$ cat src/rtl/change_pkg.sv
// Shared types and constants for the change dispenser: request codes,
// FSM state encoding, coin values and the request priority encoder.
package change_pkg;

    typedef enum logic [1:0] {
        REQ_NONE = 2'b00,
        REQ_N    = 2'b01,
        REQ_D    = 2'b10,
        REQ_DD   = 2'b11
    } req_t;

    typedef enum logic [2:0] {
        IDLE  = 3'd0,
        PLAN  = 3'd1,
        EJECT = 3'd2,
        GAP   = 3'd3,
        FAULT = 3'd4
    } state_t;

    localparam int NICKEL_CENTS = 5;
    localparam int DIME_CENTS   = 10;

    // Highest-value request wins when several return pulses coincide.
    function automatic req_t encode_req(input logic ret_n, input logic ret_d,
                                        input logic ret_dd);
        if (ret_dd) return REQ_DD;
        if (ret_d)  return REQ_D;
        if (ret_n)  return REQ_N;
        return REQ_NONE;
    endfunction

endpackage

$ cat src/rtl/change_dispenser_if.sv
// Signal bundle between the vending machine / hopper hardware and the
// change dispenser. The master side drives requests and sensor pulses.
interface change_dispenser_if #(
    parameter int CNT_W = 6
) ();
    logic             Dispense;
    logic             ReturnNickel;
    logic             ReturnDime;
    logic             ReturnTwoDimes;
    logic             load_nickel;
    logic             load_dime;
    logic             coin_sensed;
    logic             product_release;
    logic             eject_nickel;
    logic             eject_dime;
    logic             busy;
    logic [CNT_W-1:0] nickel_count;
    logic [CNT_W-1:0] dime_count;
    logic             overflow;
    logic             fault;

    modport master (
        output Dispense, ReturnNickel, ReturnDime, ReturnTwoDimes,
               load_nickel, load_dime, coin_sensed,
        input  product_release, eject_nickel, eject_dime, busy,
               nickel_count, dime_count, overflow, fault
    );

    modport slave (
        input  Dispense, ReturnNickel, ReturnDime, ReturnTwoDimes,
               load_nickel, load_dime, coin_sensed,
        output product_release, eject_nickel, eject_dime, busy,
               nickel_count, dime_count, overflow, fault
    );
endinterface

$ cat src/rtl/change_req_fifo.sv
// Synchronous FIFO holding pending change requests. Pushes into a full
// queue and pops from an empty queue are ignored; push and pop may coincide.
module change_req_fifo
    import change_pkg::*;
#(
    parameter int QDEPTH = 4
) (
    input  logic clk,
    input  logic reset,
    input  logic push,
    input  req_t push_data,
    input  logic pop,
    output req_t pop_data,
    output logic full,
    output logic empty
);
    localparam int AW = $clog2(QDEPTH);

    logic [AW:0] wr_ptr_q, wr_ptr_d;
    logic [AW:0] rd_ptr_q, rd_ptr_d;
    req_t        mem_q [QDEPTH];
    logic        do_push, do_pop;

    assign empty    = (wr_ptr_q == rd_ptr_q);
    assign full     = (wr_ptr_q[AW] != rd_ptr_q[AW]) &&
                      (wr_ptr_q[AW-1:0] == rd_ptr_q[AW-1:0]);
    assign do_push  = push && !full;
    assign do_pop   = pop && !empty;
    assign pop_data = mem_q[rd_ptr_q[AW-1:0]];

    // Advance pointers on accepted operations.
    always_comb begin
        wr_ptr_d = wr_ptr_q + (AW+1)'(do_push);
        rd_ptr_d = rd_ptr_q + (AW+1)'(do_pop);
    end

    // Pointer registers with synchronous reset.
    always_ff @(posedge clk) begin
        // NOTE: sequential state uses non-blocking assignments so every flop
        // samples the pre-edge values, independent of statement order.
        if (reset) begin
            wr_ptr_q <= '0;
            rd_ptr_q <= '0;
        end else begin
            wr_ptr_q <= wr_ptr_d;
            rd_ptr_q <= rd_ptr_d;
        end
    end

    // Storage write port.
    always_ff @(posedge clk) begin
        // NOTE: storage is deliberately not reset; the pointers define which
        // entries are valid, so stale contents are never observed.
        if (do_push) begin
            mem_q[wr_ptr_q[AW-1:0]] <= push_data;
        end
    end

endmodule

$ cat src/rtl/change_dispenser.sv
// Change dispenser: queues return requests, plans dime/nickel mix against
// hopper inventory, and ejects one coin at a time with an exit-sensor
// handshake and jam timeout. Faults are sticky until reset.
module change_dispenser
    import change_pkg::*;
#(
    parameter int QDEPTH = 4,
    parameter int CNT_W  = 6,
    parameter int NCAP   = 50,
    parameter int DCAP   = 50,
    parameter int TMO    = 200
) (
    input  logic                clk,
    input  logic                reset,
    change_dispenser_if.slave   bus
);
    state_t           state_q, state_d;
    req_t             req_q, req_d;
    logic [1:0]       d_need_q, d_need_d;
    logic [2:0]       n_need_q, n_need_d;
    logic [7:0]       timer_q, timer_d;
    logic             eject_nickel_q, eject_nickel_d;
    logic             eject_dime_q, eject_dime_d;
    logic [CNT_W-1:0] nickel_count_q, nickel_count_d;
    logic [CNT_W-1:0] dime_count_q, dime_count_d;
    logic             overflow_q, overflow_d;
    logic             fault_q, fault_d;
    logic             product_release_q, product_release_d;

    logic             push, pop, full, empty;
    req_t             push_data, pop_data;
    logic [CNT_W:0]   d_plan, n_plan;

    assign push_data = encode_req(bus.ReturnNickel, bus.ReturnDime, bus.ReturnTwoDimes);
    assign push      = (push_data != REQ_NONE);

    change_req_fifo #(.QDEPTH(QDEPTH)) u_fifo (
        .clk       (clk),
        .reset     (reset),
        .push      (push),
        .push_data (push_data),
        .pop       (pop),
        .pop_data  (pop_data),
        .full      (full),
        .empty     (empty)
    );

    // Next-state logic for FSM, timer, needs, inventory and flags.
    always_comb begin
        // NOTE: every variable gets a default here so no path leaves one
        // unassigned, which would otherwise infer a latch.
        state_d           = state_q;
        req_d             = req_q;
        d_need_d          = d_need_q;
        n_need_d          = n_need_q;
        timer_d           = timer_q;
        eject_nickel_d    = 1'b0;
        eject_dime_d      = 1'b0;
        nickel_count_d    = nickel_count_q;
        dime_count_d      = dime_count_q;
        fault_d           = fault_q;
        overflow_d        = overflow_q | (push & full);
        product_release_d = bus.Dispense;
        pop               = 1'b0;
        d_plan            = '0;
        n_plan            = '0;

        case (state_q)
            IDLE: begin
                if (!empty && !fault_q) begin
                    pop     = 1'b1;
                    req_d   = pop_data;
                    state_d = PLAN;
                end
            end

            PLAN: begin
                case (req_q)
                    REQ_DD:  d_plan = (CNT_W+1)'(2);
                    REQ_D:   d_plan = (CNT_W+1)'(1);
                    default: n_plan = (CNT_W+1)'(1);
                endcase
                // Replace missing dimes with nickel pairs while nickels last.
                for (int i = 0; i < 2; i++) begin
                    if (d_plan > {1'b0, dime_count_q} &&
                        {1'b0, nickel_count_q} >= n_plan + (CNT_W+1)'(2)) begin
                        d_plan = d_plan - (CNT_W+1)'(1);
                        n_plan = n_plan + (CNT_W+1)'(2);
                    end
                end
                if (d_plan <= {1'b0, dime_count_q} && n_plan <= {1'b0, nickel_count_q}) begin
                    d_need_d       = d_plan[1:0];
                    n_need_d       = n_plan[2:0];
                    timer_d        = '0;
                    eject_dime_d   = (d_plan != '0);
                    eject_nickel_d = (d_plan == '0);
                    state_d        = EJECT;
                end else begin
                    fault_d = 1'b1;
                    state_d = FAULT;
                end
            end

            EJECT: begin
                if (bus.coin_sensed) begin
                    if (eject_dime_q) begin
                        d_need_d     = d_need_q - 2'd1;
                        dime_count_d = (dime_count_q != '0) ? dime_count_q - CNT_W'(1) : '0;
                    end else begin
                        n_need_d       = n_need_q - 3'd1;
                        nickel_count_d = (nickel_count_q != '0) ? nickel_count_q - CNT_W'(1) : '0;
                    end
                    state_d = GAP;
                end else if (timer_q == 8'(TMO - 1)) begin
                    fault_d = 1'b1;
                    state_d = FAULT;
                end else begin
                    eject_dime_d   = eject_dime_q;
                    eject_nickel_d = eject_nickel_q;
                    timer_d        = timer_q + 8'd1;
                end
            end

            GAP: begin
                if (d_need_q != '0 || n_need_q != '0) begin
                    timer_d        = '0;
                    eject_dime_d   = (d_need_q != '0);
                    eject_nickel_d = (d_need_q == '0);
                    state_d        = EJECT;
                end else begin
                    state_d = IDLE;
                end
            end

            FAULT: begin
                fault_d = 1'b1;
            end

            default: begin
                state_d = IDLE;
            end
        endcase

        // A refill overrides any decrement in the same cycle.
        if (bus.load_nickel) nickel_count_d = CNT_W'(NCAP);
        if (bus.load_dime)   dime_count_d   = CNT_W'(DCAP);
    end

    // State and output registers with synchronous reset.
    always_ff @(posedge clk) begin
        if (reset) begin
            state_q           <= IDLE;
            req_q             <= REQ_N;
            d_need_q          <= '0;
            n_need_q          <= '0;
            timer_q           <= '0;
            eject_nickel_q    <= 1'b0;
            eject_dime_q      <= 1'b0;
            nickel_count_q    <= '0;
            dime_count_q      <= '0;
            overflow_q        <= 1'b0;
            fault_q           <= 1'b0;
            product_release_q <= 1'b0;
        end else begin
            state_q           <= state_d;
            req_q             <= req_d;
            d_need_q          <= d_need_d;
            n_need_q          <= n_need_d;
            timer_q           <= timer_d;
            eject_nickel_q    <= eject_nickel_d;
            eject_dime_q      <= eject_dime_d;
            nickel_count_q    <= nickel_count_d;
            dime_count_q      <= dime_count_d;
            overflow_q        <= overflow_d;
            fault_q           <= fault_d;
            product_release_q <= product_release_d;
        end
    end

    assign bus.product_release = product_release_q;
    assign bus.eject_nickel    = eject_nickel_q;
    assign bus.eject_dime      = eject_dime_q;
    assign bus.busy            = (state_q != IDLE) || !empty;
    assign bus.nickel_count    = nickel_count_q;
    assign bus.dime_count      = dime_count_q;
    assign bus.overflow        = overflow_q;
    assign bus.fault           = fault_q;

endmodule

$ cat src/flat_wrapper.sv
// flat-port wrapper written by rule: the top's interface ports become plain ports
module change_dispenser_flat import change_pkg::*;
#(
    parameter int QDEPTH = 4,
    parameter int CNT_W  = 6,
    parameter int NCAP   = 50,
    parameter int DCAP   = 50,
    parameter int TMO    = 200
)
  (clk, reset, bus_Dispense, bus_ReturnNickel, bus_ReturnDime, bus_ReturnTwoDimes, bus_load_nickel, bus_load_dime, bus_coin_sensed, bus_product_release, bus_eject_nickel, bus_eject_dime, bus_busy, bus_nickel_count, bus_dime_count, bus_overflow, bus_fault);
  change_dispenser_if #(.CNT_W(CNT_W)) bus_i ();
  input  logic clk;
  input  logic reset;
  input wire logic [$bits(bus_i.Dispense)-1:0] bus_Dispense;
  input wire logic [$bits(bus_i.ReturnNickel)-1:0] bus_ReturnNickel;
  input wire logic [$bits(bus_i.ReturnDime)-1:0] bus_ReturnDime;
  input wire logic [$bits(bus_i.ReturnTwoDimes)-1:0] bus_ReturnTwoDimes;
  input wire logic [$bits(bus_i.load_nickel)-1:0] bus_load_nickel;
  input wire logic [$bits(bus_i.load_dime)-1:0] bus_load_dime;
  input wire logic [$bits(bus_i.coin_sensed)-1:0] bus_coin_sensed;
  output wire logic [$bits(bus_i.product_release)-1:0] bus_product_release;
  output wire logic [$bits(bus_i.eject_nickel)-1:0] bus_eject_nickel;
  output wire logic [$bits(bus_i.eject_dime)-1:0] bus_eject_dime;
  output wire logic [$bits(bus_i.busy)-1:0] bus_busy;
  output wire logic [$bits(bus_i.nickel_count)-1:0] bus_nickel_count;
  output wire logic [$bits(bus_i.dime_count)-1:0] bus_dime_count;
  output wire logic [$bits(bus_i.overflow)-1:0] bus_overflow;
  output wire logic [$bits(bus_i.fault)-1:0] bus_fault;
  assign bus_i.Dispense = bus_Dispense;
  assign bus_i.ReturnNickel = bus_ReturnNickel;
  assign bus_i.ReturnDime = bus_ReturnDime;
  assign bus_i.ReturnTwoDimes = bus_ReturnTwoDimes;
  assign bus_i.load_nickel = bus_load_nickel;
  assign bus_i.load_dime = bus_load_dime;
  assign bus_i.coin_sensed = bus_coin_sensed;
  assign bus_product_release = bus_i.product_release;
  assign bus_eject_nickel = bus_i.eject_nickel;
  assign bus_eject_dime = bus_i.eject_dime;
  assign bus_busy = bus_i.busy;
  assign bus_nickel_count = bus_i.nickel_count;
  assign bus_dime_count = bus_i.dime_count;
  assign bus_overflow = bus_i.overflow;
  assign bus_fault = bus_i.fault;
  change_dispenser #(.QDEPTH(QDEPTH), .CNT_W(CNT_W), .NCAP(NCAP), .DCAP(DCAP), .TMO(TMO)) u_core (.clk(clk), .reset(reset), .bus(bus_i));
endmodule
$ cat config.mk
export PLATFORM = sky130hd
export DESIGN_NAME = change_dispenser_flat
export DESIGN_NICKNAME = d
export VERILOG_FILES = /design/src/rtl/change_pkg.sv /design/src/rtl/change_dispenser_if.sv /design/src/rtl/change_req_fifo.sv /design/src/rtl/change_dispenser.sv /design/src/flat_wrapper.sv
export SDC_FILE = /design/constraint.sdc
export NUM_CORES = 1
export LEC_CHECK = 0
export CAP_MARGIN = 25
export CORE_ASPECT_RATIO = 2
export CORE_MARGIN = 5
export CORE_UTILIZATION = 40
export CTS_CLUSTER_DIAMETER = 120
export DETAILED_ROUTE_END_ITERATION = 8
export GPL_ROUTABILITY_DRIVEN = 0
export SETUP_SLACK_MARGIN = 0.05
export SLEW_MARGIN = 15
export SYNTH_ARGS = -nofsm -noshare
export SYNTH_HDL_FRONTEND = slang
export SYNTH_SLANG_ARGS = --single-unit
export TNS_END_PERCENT = 10
$ cat constraint.sdc
create_clock -name clk -period 7.28 [get_ports clk]
set_clock_uncertainty 0.15 [all_clocks]
set_input_delay 1.456 -clock clk [delete_from_list [all_inputs] [get_ports clk]]
set_output_delay 1.456 -clock clk [all_outputs]
set_load 0.05 [all_outputs]
==> results of run 1 <==
[stage by stage]
stage | cell area (µm²) | total power, µW | instances
after floorplan | 3180 | 803 | 362
after global placement | 3510 | 935 | 471
after detailed placement | 3510 | 944 | 471
after CTS | 3650 | 1180 | 479
after global routing | 3650 | 1260 | 479
final | 3650 | 1170 | 479
[routing by layer]
layer	wire length (µm)	part of all wire	GRT usage	up-vias
met5	0	0	0	-
met4	325	0.044	0.0852	0
met1	2710	0.37	0.150	1301
li1	-	-	-	1379
met2	4210	0.57	0.308	44
met3	175	0.024	0.0207	18
[cells in the mapped netlist, types with 2 or more instances]
cell type and instances:
a211o_1 2, nor2_1 29, o21ai_0 25, nand2b_1 3, xnor2_1 7, o221a_2 2
edfxtp_1 8, mux4_2 2, nor3b_1 2, a2111oi_0 2, and3_1 11, mux2i_1 3
a22o_4 2, a311oi_2 8, dfxtp_1 41, a21oi_1 27, nor4_1 7, o211a_1 3
nand3_1 4, o211ai_1 5, a211oi_1 5, inv_1 29, ha_1 34, clkbuf_1 12
nand2_1 13, a41oi_1 2, nand4_1 3, a31oi_1 7, or2_2 3, a21o_1 4
or3_1 6, nor4b_1 2, nor2b_1 13, nand3b_1 2, o21a_1 2, nor3_1 16
[state kept, by name, summed over array words and instances (netlist names)]
name	count
u_core.bus.dime_count	6
u_core.bus.eject_dime	1
u_core.bus.eject_nickel	1
u_core.bus.fault	1
u_core.bus.nickel_count	6
u_core.bus.overflow	1
u_core.bus.product_release	1
u_core.d_need_q	2
u_core.n_need_q	3
u_core.req_q	2
u_core.state_q	3
u_core.timer_q	8
u_core.u_fifo.mem_q	8
u_core.u_fifo.rd_ptr_q	3
u_core.u_fifo.wr_ptr_q	3
[where the power goes]
group / internal [µW] / switching, µW / total, µW / leakage [µW]
Clock: 128 / 104 / 232 / 0.0000712
Sequential: 321 / 47.8 / 369 / 0.000407
Combinational: 234 / 330 / 564 / 0.000957
[critical path, delay by kind of cell (launching register included)]
kind	cells	cell delay, ns
AO/OA/AOI/OAI	9	2.64
XOR/XNOR	1	0.26
adder cells (fa/ha/maj)	3	0.68
buffers and inverters	2	0.22
flip-flops	1	0.44
AND/OR/NAND/NOR	6	1.25
[cells in the final DEF (no fill, tap or decap), types with 2 or more instances in the layout]
master / synthesis / final
nand4_1: 3 / 3
mux2i_1: 3 / 3
a31oi_1: 7 / 7
a211oi_1: 5 / 5
nand2_1: 13 / 13
nor2b_1: 13 / 13
or3_1: 6 / 6
o211ai_1: 5 / 5
o21ai_0: 25 / 25
nand2b_1: 3 / 3
nand3b_1: 2 / 2
or2_2: 3 / 3
a211o_1: 2 / 2
o211a_1: 3 / 3
ha_1: 34 / 34
nor2_1: 29 / 29
nand3_1: 4 / 4
a41oi_1: 2 / 2
xnor2_1: 7 / 7
clkdlybuf4s50_1: 0 / 25
a311oi_2: 8 / 8
nor4b_1: 2 / 2
nor3b_1: 2 / 2
and3_1: 11 / 11
a21oi_1: 27 / 27
a22o_4: 2 / 2
clkbuf_16: 0 / 5
edfxtp_1: 8 / 8
o21a_1: 2 / 2
dfxtp_1: 41 / 41
o221a_2: 2 / 2
a21o_1: 4 / 4
nor3_1: 16 / 16
nor4_1: 7 / 7
mux4_2: 2 / 2
inv_1: 29 / 29
a2111oi_0: 2 / 2
[worst paths after layout]
path | start | end | slack, ns | cells after the start
setup reg to reg | u_core.req_q[1] | u_core.n_need_q[1] | 1.51 | 21
hold / removal | u_core.bus.overflow | u_core.bus.overflow | 0.32 | 2
setup / recovery | u_core.req_q[1] | u_core.n_need_q[1] | 1.51 | 21
hold reg to reg | u_core.bus.overflow | u_core.bus.overflow | 0.32 | 2
[layout make-up]
cell class / count / area, µm² / area share
multi-input cells: 270 / 1960 / 0.537
flip-flops and latches: 49 / 1060 / 0.291
repair buffers: 26 / 255 / 0.0699
clock buffers: 6 / 129 / 0.0353
well taps: 96 / 120 / 0.0329
inverters: 30 / 113 / 0.0308
clock inverters: 2 / 13.8 / 0.00377
[logic make-up (layout without fill, tap and decap cells)]
family / Yosys count / count (layout) / share of synthesized area
AO/OA/AOI/OAI: 104 / 104 / 0.236
multiplexers: 5 / 5 / 0.0236
AND/OR/NAND/NOR: 119 / 119 / 0.200
adder cells (fa/ha/maj): 34 / 34 / 0.134
flip-flops: 49 / 49 / 0.333
buffers and inverters: 43 / 64 / 0.0511
XOR/XNOR: 8 / 8 / 0.0220
==> out/results.txt, run 1 <==
Synth cell types: 52
Clock Pin Slew Worst Setup and Hold Paths: 0.07 ns
Max Buffers Root-to-Sink: 2
Synthesized Nets: 405
Top-Level Pins: 27
CTS Root Cell: clkbuf_16
1st-iter DRT viols: 110
Hold Crit Class: reg2reg
setup bufs post-CTS: 0
CTS-repair resized insts: 0
EDFF count, synth: 8
VDD IR max: 0.149 mV
Rows: 46
initial core utilization: 0.404
Setup-failing EPs final: 0
clk_lat worst skew: 0.30 ns
worst slew pin tran: 0.915 ns
number of clock sinks: 49
ANT cells: 0
Worst path slowest cell: a2111oi_0
TritonCTS clock tree: yes
fin crit share: 0.793
Fmax: 173 MHz
outcome: finished, final reports clean
Fill cells: 782
Via density: 5.72
Routed Antenna Nets: 0
Yosys reg bits: 49
power density of the placed cells: 319 mW/mm²
Die Wd: 73.1 µm
Inserted Clock Buffers: 5
full die area: 0.00995 mm²
Netlist Area Pre-Place: 0.00318 mm²
area leader, netlist: dfxtp_1
Port Buffers: 26
MaxCap Viol Count: 0
CP Max Fanout: 8
drt drc: 0
syn_area_per_cell: 8.80 µm²
worst setup path class: reg2reg
main flop type after synthesis: dfxtp_1
post-synth top area share: 0.258
LEAKAGE: 0.00143 µW
RSZ-0062 raised after global routing: no
Slew headroom: 0.390
core region area: 0.00789 mm²
via count: 2742
Yosys warnings: 0
required time of the worst setup path: 7.32 ns
final wirelength: 7430 µm
top area cells in the synthesized netlist: dfxtp_1 26%, ha_1 13%, edfxtp_1 7.5%
Worst EP arrival: 5.81 ns
Global Route Usage Sum: 0.158
post-DR wirelength/cell: 15.5 µm
Critical Path End Type: flop
setup TNS: 0 ns
synthesized instance count: 362
Tmin final: 5.77 ns
Startpoint Class: flop
final hold violation count: 0
fin util: 0.463
pin count of the biggest net entering global routing: 46
synthesis-to-layout area growth: 14.7%
DRT Pass-1 Iters: 4
Seq/Total Area, Yosys: 0.333
Crit path top cell by count: nor2b_1
# H-tree levels: 2
Place WS: 1.46 ns
hold buffers post-CTS: 0
GR Overflow Total: 0
Die H: 136 µm
first-pass GRT wire length: 12400 µm
layout cell share with drive strength beyond 1: 0.0757
post-DP HPWL: 5820 µm
Max Transition Viols Final: 0
Async S/R FF share, synth: 0
Min Hold Slack: 0.316 ns
CP peak stage delay: 0.54 ns
setup slack after layout: 1.51 ns
nets: 425
initial antenna violation count: 0
vias in the first global route: 2684
worst-path cell chain: nor2b_1 > inv_1 > ha_1 > nor2b_1 > o211a_1 > nand2_1 > a21oi_1 > inv_1 > ha_1 > nor2b_1 > o211ai_1 > a2111oi_0 > a21oi_1 > xnor2_1 > ha_1 > nor2b_1 > o21a_1 > a2111oi_0 > o211ai_1 > nand2b_1 > o221a_2
Power figures use the tool's default switching activity.
==> run 2: changes to the inputs <==
==> constraint.sdc (replaced) <==
create_clock -name clk -period 5 [get_ports clk]
set_clock_uncertainty 0.15 [all_clocks]
set_input_delay 1 -clock clk [delete_from_list [all_inputs] [get_ports clk]]
set_output_delay 1 -clock clk [all_outputs]
set_load 0.05 [all_outputs]
==> run 2 against run 1 <==
Against the previous run: worst hold slack better by 0.011 ns; cell count is 4.2% higher; die area stayed put; critical endpoint is now u_core.n_need_q[0]; sequential share of layout area is 1.6 points lower; via count is 2.6% higher; global-route usage is 0.67 points higher.
==> out/results.txt, run 2 (synthesized netlist as in run 1, its figures left out) <==
outcome: finished, final reports clean
nets: 445 (+4.7%)
worst slew pin tran: 0.895 ns (-0.0200 ns)
1st-iter DRT viols: 178 (+62%)
Slew headroom: 0.403 (+0.0133)
first-pass GRT wire length: 13000 µm (+4.6%)
Crit path top cell by count: buf_4
full die area: 0.00995 mm² (unchanged)
# H-tree levels: 2 (unchanged)
via count: 2813 (+2.6%)
power density of the placed cells: 481 mW/mm² (+51%)
CTS Root Cell: clkbuf_16
ANT cells: 0 (unchanged)
Finished Layout Cells: 499 (+4.2%)
final hold violation count: 0 (unchanged)
Routed Antenna Nets: 0 (unchanged)
CP peak stage delay: 0.39 ns (-0.15 ns)
Min Hold Slack: 0.327 ns (+0.0109 ns)
number of clock sinks: 49 (unchanged)
Clock Pin Slew Worst Setup and Hold Paths: 0.07 ns (about the same)
fin util: 0.493 (+0.0300)
Via density: 5.64 (-1.5%)
most frequent cells in the layout: 37 x dfxtp_1, 33 x ha_1, 29 x inv_1, 29 x nor2_1, 26 x a21oi_1
Die H: 136 µm (unchanged)
Top delay family on crit path: compound AO/OA/AOI/OAI gates
vias in the first global route: 2744 (+2.2%)
initial antenna violation count: 0 (unchanged)
core region area: 0.00789 mm² (unchanged)
DRT Pass-1 Iters: 4 (unchanged)
Total Power: 1870 µW (+61%)
Max Transition Viols Final: 0 (unchanged)
setup TNS: 0 ns (unchanged)
pin count of the biggest net entering global routing: 46 (unchanged)
final wirelength: 7820 µm (+5.3%)
Critical Path End Type: flop
GR Overflow Total: 0 (unchanged)
post-DR wirelength/cell: 15.7 µm (+1.1%)
clk_lat worst skew: 0.29 ns (about the same)
worst setup path class: reg2reg
Worst EP arrival: 4.79 ns (-1.02 ns)
MaxCap Viol Count: 0 (unchanged)
TritonCTS clock tree: yes
Port Buffers: 26 (unchanged)
LEAKAGE: 0.00155 µW (+7.7%)
Placed Instances: 486 (+3.2%)
Tmin final: 4.73 ns (-1.05 ns)
most common cell after layout, fill and taps aside: dfxtp_1
initial core utilization: 0.404 (unchanged)
layout cell share with drive strength beyond 1: 0.164 (+0.0881)
synthesis-to-layout area growth: 22.1%
CP Max Fanout: 7 (-1)
Worst path slowest cell: dfxtp_4
fin crit share: 0.945 (+0.152)
drt drc: 0 (unchanged)
CP bufs+invs: 5 (+3)
VDD IR max: 0.220 mV (+48%)
Top-Level Pins: 27 (unchanged)
required time of the worst setup path: 5.06 ns (-2.26 ns)
worst-path cell chain: inv_1 > ha_1 > nand2b_2 > a211o_1 > nand2_2 > inv_1 > xnor2_2 > ha_1 > nand3b_1 > o211ai_1 > buf_4 > a2111oi_2 > a21oi_1 > xnor2_1 > ha_2 > nor2b_1 > o21a_1 > a2111oi_2 > buf_4 > o211ai_1 > buf_4 > o32a_1 > a21oi_1
Hold Crit Class: reg2reg
Die Wd: 73.1 µm (unchanged)
Fmax: 212 MHz (+22%)
Fill cells: 745 (-4.7%)
Global Route Usage Sum: 0.165 (+0.00672)
Max Buffers Root-to-Sink: 2 (unchanged)
post-DP HPWL: 5970 µm (+2.5%)
Inserted Clock Buffers: 5 (unchanged)
Rows: 46 (unchanged)
Setup-failing EPs final: 0 (unchanged)
Startpoint Class: flop
run 2: cell types whose count changed in the layout (fill, tap and decap cells not counted), sizes merged:
cell,change
buf,+20
bufinv,+1
inv,-1
run 2: final cells by class:
| type | instances | area, µm² | share of cell area |
|---|---|---|---|
| clock buffer | 6 | 129 | 0.0331 |
| clock inverter | 2 | 38.8 | 0.00997 |
| inverter | 30 | 113 | 0.0290 |
| multi-input combinational | 270 | 2010 | 0.518 |
| sequential | 49 | 1070 | 0.275 |
| tap | 96 | 120 | 0.0309 |
| timing repair buffer | 46 | 405 | 0.104 |
run 2: power by group:
part | internal, µW | total [µW] | switching [µW] | leakage, µW
registers | 469 | 541 | 71.1 | 0.000408
clock network | 237 | 390 | 153 | 0.0000810
logic | 420 | 941 | 521 | 0.00106
run 2: metal layers:
layer  share of wire  vias up  GRT usage
li1                -     1420          -
met5               0        -          0
met1            0.39     1336      0.168
met3           0.023       14     0.0222
met4           0.021        0     0.0575
met2            0.57       43      0.324
run 2: path summary, 6_finish.rpt:
path | cells past startpoint | endpoint | startpoint | slack (ns)
worst max-delay path | 23 | u_core.n_need_q[0] | u_core.req_q[1] | 0.27
worst max register to register | 23 | u_core.n_need_q[0] | u_core.req_q[1] | 0.27
worst min register to register | 2 | u_core.bus.overflow | u_core.bus.overflow | 0.33
worst min-delay path | 2 | u_core.bus.overflow | u_core.bus.overflow | 0.33
run 2: timing repair:
item | 4_1_cts | 5_1_grt
pin swaps | 0 | 8
setup buffers | 0 | 5
resized for setup | 2 | 16
setup endpoints to repair | 7 | 18
hold buffers | 0 | 0
run 2: worst min-delay path: stages, from the launching register on:
cell	delay, ns
dfxtp_1	0.33
a21oi_1	0.04
nor2_1	0.07
run 2: metrics by stage:
step / area, µm² / setup WS (ns)
after floorplan: 3190 / 0.136
after global placement: 3630 / -0.0289
after detailed placement: 3630 / 0.00192
after CTS: 3800 / 0.0817
after global routing: 3890 / -0.0507
final: 3890 / 0.275
